==> config.mk <==
export PLATFORM = sky130hd
export DESIGN_NAME = multicycle_ctrl_fsm
export DESIGN_NICKNAME = d
export VERILOG_FILES = /design/src/rtl/multicycle_ctrl_fsm_pkg.sv /design/src/rtl/multicycle_ctrl_fsm_retire_counter.sv /design/src/rtl/multicycle_ctrl_fsm.sv
export SDC_FILE = /design/constraint.sdc
export NUM_CORES = 1
export LEC_CHECK = 0
export BUFFER_PORTS_ARGS = -buffer_cell sky130_fd_sc_hd__buf_4
export CAP_MARGIN = 20
export CORE_ASPECT_RATIO = 1.75
export CORE_MARGIN = 2
export CORE_UTILIZATION = 55
export CTS_BUF_LIST = sky130_fd_sc_hd__clkbuf_16
export CTS_CLUSTER_SIZE = 24
export DETAILED_ROUTE_END_ITERATION = 6
export PLACE_DENSITY_LB_ADDON = 0.25
export SLEW_MARGIN = 5
export SYNTH_ARGS = -nofsm -noshare
export SYNTH_HDL_FRONTEND = slang
export SYNTH_SLANG_ARGS = --single-unit
==> constraint.sdc <==
create_clock -name clk -period 3.69 [get_ports clk]
set_input_delay 0.738 -clock clk [delete_from_list [all_inputs] [get_ports clk]]
set_output_delay 0.738 -clock clk [all_outputs]
set_load 0.05 [all_outputs]
==> src/rtl/multicycle_ctrl_fsm_pkg.sv <==
// Shared definitions for the multicycle processor control path: state
// encodings, opcode constants, ALU operation classes and the datapath mux
// selects. The ALU control block imports this package for the ALUOp codes.
package multicycle_ctrl_fsm_pkg;

  // Fixed encodings: software and debug tools read these through the state port.
  typedef enum logic [3:0] {
    S_FETCH     = 4'd0,
    S_DECODE    = 4'd1,
    S_MEM_ADDR  = 4'd2,
    S_MEM_READ  = 4'd3,
    S_MEM_WB    = 4'd4,
    S_MEM_WRITE = 4'd5,
    S_R_EXEC    = 4'd6,
    S_R_WB      = 4'd7,
    S_BRANCH    = 4'd8,
    S_JUMP      = 4'd9,
    S_ADDI_EXEC = 4'd10,
    S_ADDI_WB   = 4'd11,
    S_TRAP      = 4'd12
  } state_e;

  // Opcodes, taken from IR[31:26].
  localparam logic [5:0] OP_R    = 6'b000000;
  localparam logic [5:0] OP_LW   = 6'b100011;
  localparam logic [5:0] OP_SW   = 6'b101011;
  localparam logic [5:0] OP_BEQ  = 6'b000100;
  localparam logic [5:0] OP_J    = 6'b000010;
  localparam logic [5:0] OP_ADDI = 6'b001000;

  // ALU operation class handed to the ALU control block.
  localparam logic [1:0] ALUOP_ADD   = 2'b00;
  localparam logic [1:0] ALUOP_SUB   = 2'b01;
  localparam logic [1:0] ALUOP_FUNCT = 2'b10;

  // ALU B-operand select: constant 4, sign-extended immediate, shifted immediate.
  localparam logic [1:0] SRCB_FOUR   = 2'b01;
  localparam logic [1:0] SRCB_IMM    = 2'b10;
  localparam logic [1:0] SRCB_BRANCH = 2'b11;

  // PC source select: ALU result, ALUOut register, jump target.
  localparam logic [1:0] PCSRC_ALU    = 2'b00;
  localparam logic [1:0] PCSRC_ALUOUT = 2'b01;
  localparam logic [1:0] PCSRC_JUMP   = 2'b10;

  // All datapath controls as one bundle so a single '0 clears every one.
  typedef struct packed {
    logic       pc_write_cond;
    logic       pc_write;
    logic       i_or_d;
    logic       mem_read;
    logic       mem_write;
    logic       mem_to_reg;
    logic       ir_write;
    logic       reg_dst;
    logic       reg_write;
    logic       alu_src_a;
    logic [1:0] alu_src_b;
    logic [1:0] alu_op;
    logic [1:0] pc_source;
  } ctrl_t;

endpackage

==> src/rtl/multicycle_ctrl_fsm_retire_counter.sv <==
// Retired-instruction counter: 32-bit, increments by one per cycle with en
// high, wraps from all-ones to zero.
// Ports:
//   clk   - rising-edge clock
//   rst_n - asynchronous active-low reset, clears count
//   en    - increment this cycle
//   count - current count
module retire_counter (
  input  logic        clk,
  input  logic        rst_n,
  input  logic        en,
  output logic [31:0] count
);

  // NOTE: sequential state is always assigned with <= so every register
  // samples the pre-edge values of its inputs, regardless of block order.
  always_ff @(posedge clk or negedge rst_n) begin
    if (!rst_n) begin
      count <= '0;
    end else if (en) begin
      count <= count + 32'd1;
    end
  end

endmodule

==> src/rtl/multicycle_ctrl_fsm.sv <==
// Control FSM for a multicycle MIPS-style datapath. One state register plus
// Mealy output decode from (state, opcode, mem_ready). Memory-touching states
// hold until mem_ready. Undefined opcodes park the FSM in TRAP until reset.
// Ports:
//   clk, rst_n             - clock, asynchronous active-low reset
//   opcode[5:0]            - IR[31:26]
//   mem_ready              - memory access completes this cycle
//   PCWriteCond .. ALUSrcA - single-bit datapath controls
//   ALUSrcB, ALUOp,
//   PCSource [1:0]         - mux selects and ALU operation class
//   state[3:0]             - current state, for debug
//   illegal_op             - sticky undefined-opcode flag
//   instr_retired[31:0]    - completed-instruction count
module multicycle_ctrl_fsm
  import multicycle_ctrl_fsm_pkg::*;
(
  input  logic        clk,
  input  logic        rst_n,
  input  logic [5:0]  opcode,
  input  logic        mem_ready,
  output logic        PCWriteCond,
  output logic        PCWrite,
  output logic        IorD,
  output logic        MemRead,
  output logic        MemWrite,
  output logic        MemtoReg,
  output logic        IRWrite,
  output logic        RegDst,
  output logic        RegWrite,
  output logic        ALUSrcA,
  output logic [1:0]  ALUSrcB,
  output logic [1:0]  ALUOp,
  output logic [1:0]  PCSource,
  output logic [3:0]  state,
  output logic        illegal_op,
  output logic [31:0] instr_retired
);

  state_e state_q;
  state_e state_d;
  ctrl_t  ctrl;
  logic   retire;

  always_ff @(posedge clk or negedge rst_n) begin
    if (!rst_n) begin
      state_q <= S_FETCH;
    end else begin
      state_q <= state_d;
    end
  end

  always_comb begin
    // NOTE: every output of this block gets a default before the case, so no
    // path leaves a signal unassigned and no latch is inferred.
    state_d = state_q;
    ctrl    = '0;
    retire  = 1'b0;

    unique case (state_q)
      S_FETCH: begin
        ctrl.mem_read  = 1'b1;
        ctrl.alu_src_b = SRCB_FOUR;
        ctrl.alu_op    = ALUOP_ADD;
        ctrl.pc_source = PCSRC_ALU;
        // IR and PC load only in the cycle the instruction word arrives.
        if (mem_ready) begin
          ctrl.ir_write = 1'b1;
          ctrl.pc_write = 1'b1;
          state_d       = S_DECODE;
        end
      end
      S_DECODE: begin
        ctrl.alu_src_b = SRCB_BRANCH;
        ctrl.alu_op    = ALUOP_ADD;
        case (opcode)
          OP_LW, OP_SW: state_d = S_MEM_ADDR;
          OP_R:         state_d = S_R_EXEC;
          OP_BEQ:       state_d = S_BRANCH;
          OP_J:         state_d = S_JUMP;
          OP_ADDI:      state_d = S_ADDI_EXEC;
          default:      state_d = S_TRAP;
        endcase
      end
      S_MEM_ADDR: begin
        ctrl.alu_src_a = 1'b1;
        ctrl.alu_src_b = SRCB_IMM;
        ctrl.alu_op    = ALUOP_ADD;
        state_d        = (opcode == OP_LW) ? S_MEM_READ : S_MEM_WRITE;
      end
      S_MEM_READ: begin
        ctrl.mem_read = 1'b1;
        ctrl.i_or_d   = 1'b1;
        if (mem_ready) state_d = S_MEM_WB;
      end
      S_MEM_WB: begin
        ctrl.reg_write  = 1'b1;
        ctrl.mem_to_reg = 1'b1;
        retire          = 1'b1;
        state_d         = S_FETCH;
      end
      S_MEM_WRITE: begin
        // Write strobe stays up for the whole access, not just the last cycle.
        ctrl.mem_write = 1'b1;
        ctrl.i_or_d    = 1'b1;
        if (mem_ready) begin
          retire  = 1'b1;
          state_d = S_FETCH;
        end
      end
      S_R_EXEC: begin
        ctrl.alu_src_a = 1'b1;
        ctrl.alu_op    = ALUOP_FUNCT;
        state_d        = S_R_WB;
      end
      S_R_WB: begin
        ctrl.reg_dst   = 1'b1;
        ctrl.reg_write = 1'b1;
        retire         = 1'b1;
        state_d        = S_FETCH;
      end
      S_BRANCH: begin
        ctrl.alu_src_a     = 1'b1;
        ctrl.alu_op        = ALUOP_SUB;
        ctrl.pc_write_cond = 1'b1;
        ctrl.pc_source     = PCSRC_ALUOUT;
        retire             = 1'b1;
        state_d            = S_FETCH;
      end
      S_JUMP: begin
        ctrl.pc_write  = 1'b1;
        ctrl.pc_source = PCSRC_JUMP;
        retire         = 1'b1;
        state_d        = S_FETCH;
      end
      S_ADDI_EXEC: begin
        ctrl.alu_src_a = 1'b1;
        ctrl.alu_src_b = SRCB_IMM;
        ctrl.alu_op    = ALUOP_ADD;
        state_d        = S_ADDI_WB;
      end
      S_ADDI_WB: begin
        ctrl.reg_write = 1'b1;
        retire         = 1'b1;
        state_d        = S_FETCH;
      end
      S_TRAP: begin
        state_d = S_TRAP;
      end
      default: begin
        // Unused encodings 13..15 recover to FETCH.
        state_d = S_FETCH;
      end
    endcase

    // Controls are gated by rst_n directly so they fall the instant reset
    // asserts, without waiting for the state register to clear.
    if (!rst_n) begin
      ctrl   = '0;
      retire = 1'b0;
    end
  end

  retire_counter u_retire_counter (
    .clk   (clk),
    .rst_n (rst_n),
    .en    (retire),
    .count (instr_retired)
  );

  assign PCWriteCond = ctrl.pc_write_cond;
  assign PCWrite     = ctrl.pc_write;
  assign IorD        = ctrl.i_or_d;
  assign MemRead     = ctrl.mem_read;
  assign MemWrite    = ctrl.mem_write;
  assign MemtoReg    = ctrl.mem_to_reg;
  assign IRWrite     = ctrl.ir_write;
  assign RegDst      = ctrl.reg_dst;
  assign RegWrite    = ctrl.reg_write;
  assign ALUSrcA     = ctrl.alu_src_a;
  assign ALUSrcB     = ctrl.alu_src_b;
  assign ALUOp       = ctrl.alu_op;
  assign PCSource    = ctrl.pc_source;

  assign state       = state_q;
  // TRAP is terminal, so the flag is sticky until reset.
  assign illegal_op  = rst_n && (state_q == S_TRAP);

endmodule

==> Word level (Yosys, flattened, before mapping) <==
Index checks and enable logic that the tools add are counted.
{ "totals": {"ff_bits": 36, "inputBits": 9, "elab_cells": 57, "output_inout_bits": 53} }
{ "op_classes": {"mux": 23, "n_addsub": 1, "reduce_logical": 11, "eq_ne": 20} }
{ "ops": {"columns": ["cell", "n"], "rows": [
  ["32-bit by 1-bit adder with 32-bit output (second input constant)", 1],
  ["4-bit case mux with 8 select lines", 1],
  ["4-bit == test (second input constant)", 5],
  ["4-bit case mux with 5 select lines", 1],
  ["4-bit by 3-bit == test with 1-bit output (second input constant)", 4],
  ["16-bit 2-to-1 mux", 1],
  ["6-bit == test (second input constant)", 2],
  ["4-bit 2-to-1 mux", 3],
  ["1-bit 2-to-1 mux", 11],
  ["4-bit by 2-bit == test with 1-bit output (second input constant)", 2],
  ["2-bit case mux with 2 select lines", 2],
  ["2-bit OR reduction", 4],
  ["6-bit by 2-bit == test with 1-bit output (second input constant)", 1],
  ["6-bit by 3-bit == test with 1-bit output (second input constant)", 1],
  ["6-bit by 4-bit == test with 1-bit output (second input constant)", 1],
  ["6-bit zero test", 1],
  ["2-bit inequality test (second input constant)", 3],
  ["2-bit case mux with 3 select lines", 1],
  ["5-bit OR reduction", 1],
  ["4-bit by 1-bit == test with 1-bit output (second input constant)", 1],
  ["4-bit zero test", 1],
  ["1-bit case mux with 2 select lines", 2],
  ["4-bit OR reduction", 1],
  ["3-bit 2-to-1 mux", 1],
  ["other kinds (3)", 3]
]} }

==> Logic depth before layout (Yosys ltp) <==
{ "depth": {"depth_word": 4, "mapped_depth": 6, "depth_no_buf": 5} }

==> By module <==
From an unflattened synthesis, not the netlist that was laid out.
{ "hier_totals": {"cells_unflattened": 210, "area_unflattened_um2": 2024.4} }
{ "modules_own_cells": {"columns": ["module", "cells_each", "instances", "seq_area_each_um2", "area_per_inst_um2"], "rows": [
  ["retire_counter", 123, 1, 800.8, 1448.9],
  ["multicycle_ctrl_fsm", 87, 1, 100.1, 575.6]
]} }

==> Worst setup path after synthesis <==
OpenSTA, ideal clock, no wires.
{ "synth_timing": {"path_kind": "reg-to-output", "start": "register state_q[3] (netlist: state[3])", "end": "output port PCWrite", "required_ns": 2.952, "stages_incl_launch_ff": 5, "setup_slack_ns": 0.358, "arrival_ns": 2.594, "path_buffers": 0, "cell_sequence": "dfrtp_1 nor2_1 nand2_1 nor3b_1 or2_2"} }
{ "synth_between": {"elab_chain_len": 3, "elab_cells_between_ends": 4, "classes_between": "eq/ne: 1; mux: 2; reduce/logical: 1"} }
{ "synth_rtl": {"columns": ["element", "line_no", "text"], "rows": [
  ["start, declared", "multicycle_ctrl_fsm.sv:39", "state_e state_q;"],
  ["start signal, assigned", "multicycle_ctrl_fsm.sv:48", "state_q <= state_d;"],
  ["4-bit == test / 4-bit zero test (equally long branches)", "multicycle_ctrl_fsm.sv:59", "unique case (state_q)"],
  ["1-bit case mux with 2 select lines *", "multicycle_ctrl_fsm.sv:59", null],
  ["16-bit 2-to-1 mux *", "multicycle_ctrl_fsm.sv:157", "if (!rst_n) begin"],
  ["end, declared", "multicycle_ctrl_fsm.sv:22", "output logic PCWrite,"]
]} }
Mark *: on every way between the ends. The rest lies on a longest branch, timed or not.

==> Worst setup path in the final report <==
Same ends and word-level chain as after synthesis.

==> impl_metrics.env <==
export IMPL_slew_headroom_pct=62.6
export IMPL_p_switching_w=0.000851
export IMPL_cp_end_kind="primary output"
export IMPL_irDropWorstVdd_v=0.000543
export IMPL_routed_top_layer="met4"
export IMPL_core_um2=3590
export IMPL_rsz0062_at_grt="no"
export IMPL_dp_cells=320
export IMPL_clk_latency_ps=280
export IMPL_r2r_start="state[0]$_DFFE_PN0P_"
export IMPL_synth_largest_area_cell="dfrtp_1"
export IMPL_finalMaxSlewViolations=0
export IMPL_cts_buffer_depth=2
export IMPL_cts_resized=0
export IMPL_ys_seq_area_share_pct=43.8
export IMPL_critPathKind="reg -> out"
export IMPL_gp_congestion=0.845
export IMPL_synth_async_reset_ratio_pct=100
export IMPL_wirelength_met1_um=1920
export IMPL_synth_distinct_cells=43
export IMPL_timing_rr_end="u_retire_counter.count[29]$_DFFE_PN0P_"
export IMPL_holdPathEnd="u_retire_counter.count[7]$_DFFE_PN0P_"
export IMPL_nFillCells=288
export IMPL_skew_ps=4.65
export IMPL_synth_edff_count=0
export IMPL_cp_slowest_stage_delay_ps=540
export IMPL_power_frac_clock_pct=21.1
export IMPL_nNetsFinal=292
export IMPL_vias_per_cell=5.93
export IMPL_critPathSlowestCell="dfrtp_1"
export IMPL_synthFlopType="dfrtp_1"
export IMPL_first_pass_iters=6
export IMPL_synthCells=222
export IMPL_postSynthAreaPerCell_um2=9.27
export IMPL_initial_core_util_pct=57.3
export IMPL_crit_fanout=16
export IMPL_grtUsageTotal_pct=25.0
export IMPL_finalPower_w=0.00183
export IMPL_p_leak_nw=1.22
export IMPL_final_antenna_net_count=0
export IMPL_pin_count=62
export IMPL_antenna_found_initial=0
export IMPL_seqPwrFrac_pct=32.8
export IMPL_hold_depth=1
export IMPL_hold_viol_final=0
export IMPL_cts_sinks=36
export IMPL_yosys_warnings=0
export IMPL_cts_tree="done"
export IMPL_clk_pin_slew_ps=50
export IMPL_dr_wl_met2_um=2800
export IMPL_min_period_over_period_pct=73.1
export IMPL_yosys_top_cells_area="dfrtp_1, xor2_1, nor3_1"
export IMPL_diodes=0
export IMPL_sw_frac_of_total_pct=46.5
export IMPL_intPower_w=0.000980
export IMPL_route_detailed_drc=0
export IMPL_cts_max_level=2
export IMPL_min_from="u_retire_counter.count[7]$_DFFE_PN0P_"
export IMPL_routed_wl_um=5110
export IMPL_worstMarginPinSlew_ps=547
export IMPL_clock_fmax_ghz=0.371
export IMPL_drt_iter0_drc=57
export IMPL_wire_per_inst_um=15.6
export IMPL_grt_max_degree=44
export IMPL_worst_r2r_setup_slack_ps=1290
export IMPL_ys_seq_elements=36
export IMPL_post_cts_buffers=0
export IMPL_finalNonFillerCells=328
export IMPL_worst_ep_arrival_time_ps=1960
export IMPL_critPathBufInv=1
export IMPL_setup_viol=0
export IMPL_dp_final_hpwl_um=3660
export IMPL_power_density_nw_per_um2=679
export IMPL_reg2regPathDepth=5
export IMPL_syn_area_um2=2060
export IMPL_drv_cap=0
export IMPL_cts_hold_buf=0
export IMPL_path_cells="nor2_1 > nand2_1 > nor3b_1 > or2_2 > buf_4"
export IMPL_synth_top_area_share_pct=43.8
export IMPL_cp_top_family="simple AND/OR/NAND/NOR gates"
export IMPL_critPathRequiredTime_ps=2950
export IMPL_grt_first_pass_wirelength_um=8310
export IMPL_place_ws_ps=954
export IMPL_gr_total_overflow=0
export IMPL_grt_pass1_vias=1841
export IMPL_die_x_um=50.2
export IMPL_fin_crit_ps=2700
export IMPL_cts_buffers=5
export IMPL_clockRootBuffer="clkbuf_16"
export IMPL_portBuffers=61
export IMPL_startpoint_type="flip-flop"
export IMPL_worstHoldPathType="reg -> reg"
export IMPL_area_delta_synth_final_pct=31.0
export IMPL_dr_wl_met3_um=268
export IMPL_die_area_um2=4260
export IMPL_setup_tns_ps=0
export IMPL_syn_nets=232
export IMPL_rows=29
export IMPL_vias=1945
export IMPL_die_h_um=84.9
export IMPL_setup_ws_ps=992
export IMPL_comb_power_share_pct=46.1
export IMPL_outcome="finished clean"
export IMPL_drive_gt1_share_pct=25.5
[power groups by stage]
stage | registers [W] | clock network [W] | logic, W
CTS | 0.000600 | 0.000395 | 0.000825
finish | 0.000601 | 0.000386 | 0.000845
floorplan | 0.000807 | 0 | 0.000375
detailed placement | 0.000605 | 0 | 0.000823
global placement | 0.000602 | 0 | 0.000812
global route | 0.000615 | 0.000413 | 0.000891
[registers in the layout, summed over array words and instances (netlist names)]
| register | flops |
|---|---|
| u_retire_counter.count | 32 |
| state | 4 |
[through the flow]
stage                     cell area, um^2  utilization [%]  hold WS [ps]
after global routing                 2700             75.0           512
final                                2700             75.0           490
after floorplan                      2060                -           442
after CTS                            2670             74.3           493
after global placement               2530             70.5           473
after detailed placement             2530             70.5           479
[cell type report]
cell class,count,area [um^2],share of cell area (%)
clock buffer,5,125,4.64
clock inverter,2,8.76,0.325
inverter,11,41.3,1.53
multi-input combinational,165,1070,39.6
sequential,36,901,33.4
tap,46,57.6,2.14
timing repair buffer,63,493,18.3
[worst reg2reg max path, stage by stage, from the launching register on]
cell     delay, ps
dfrtp_1        660
nor2b_1        170
or4_1          700
buf_16         240
nor4_1         350
xor2_1         190
[routing by layer]
| layer | global-route usage [%] | vias up |
|---|---|---|
| met2 | 44.9 | 92 |
| met1 | 28.3 | 926 |
| met5 | 0 | - |
| met3 | 3.52 | 12 |
| met4 | 11.9 | 0 |
| li1 | - | 915 |
[kinds of logic (layout without fill, tap and decap cells)]
family          Yosys count  in the layout  share of synthesized area (%)
mux                       1              1                          0.547
compound gates           22             22                           7.48
buf+inv                  21             81                           4.26
simple gates            109            109                           29.7
fa+ha+maj                 1              1                          0.608
xor+xnor                 32             32                           13.6
flops                    36             36                           43.8
[Yosys cell counts (all sizes together) (2+ instances only)]
cell type / number
nand2: 18
a21oi: 3
xor2: 25
nand4: 5
and3: 4
clkbuf: 6
nand3: 8
o32ai: 2
and2: 3
xnor2: 7
buf: 4
o21ai: 6
nor3: 18
nor4: 11
nor3b: 3
nor4b: 2
nand2b: 4
inv: 11
a31oi: 2
and4: 7
dfrtp: 36
nor2b: 4
nor2: 16
[worst max-delay path by stage]
stage	endpoint	cells past startpoint	slack, ps	startpoint
after CTS	PCWrite	5	1000	state[0]$_DFFE_PN0P_
after floorplan	PCWrite	4	360	state[3]$_DFFE_PN0P_
final	PCWrite	5	990	state[3]$_DFFE_PN0P_
after detailed placement	u_retire_counter.count[30]$_DFFE_PN0P_	5	950	rst_n
after global placement	u_retire_counter.count[22]$_DFFE_PN0P_	5	990	rst_n
after global routing	PCWrite	5	780	state[0]$_DFFE_PN0P_
[cell usage in the layout (no fill, tap or decap), types with 4 or more instances in the layout]
cell / synthesis / layout
dfrtp_1: 36 / 36
nor2b_1: 4 / 4
buf_4: 0 / 62
and4_1: 7 / 7
inv_1: 11 / 12
nand2_1: 18 / 18
nor2_1: 16 / 16
and3_1: 4 / 4
nand4_1: 5 / 5
clkbuf_16: 0 / 5
xor2_1: 25 / 25
nor3_1: 18 / 18
o21ai_0: 6 / 6
nand2b_1: 4 / 4
xnor2_1: 7 / 7
nor4_1: 10 / 10
nand3_1: 8 / 8
Note: power is estimated with default switching activity, not from simulation.
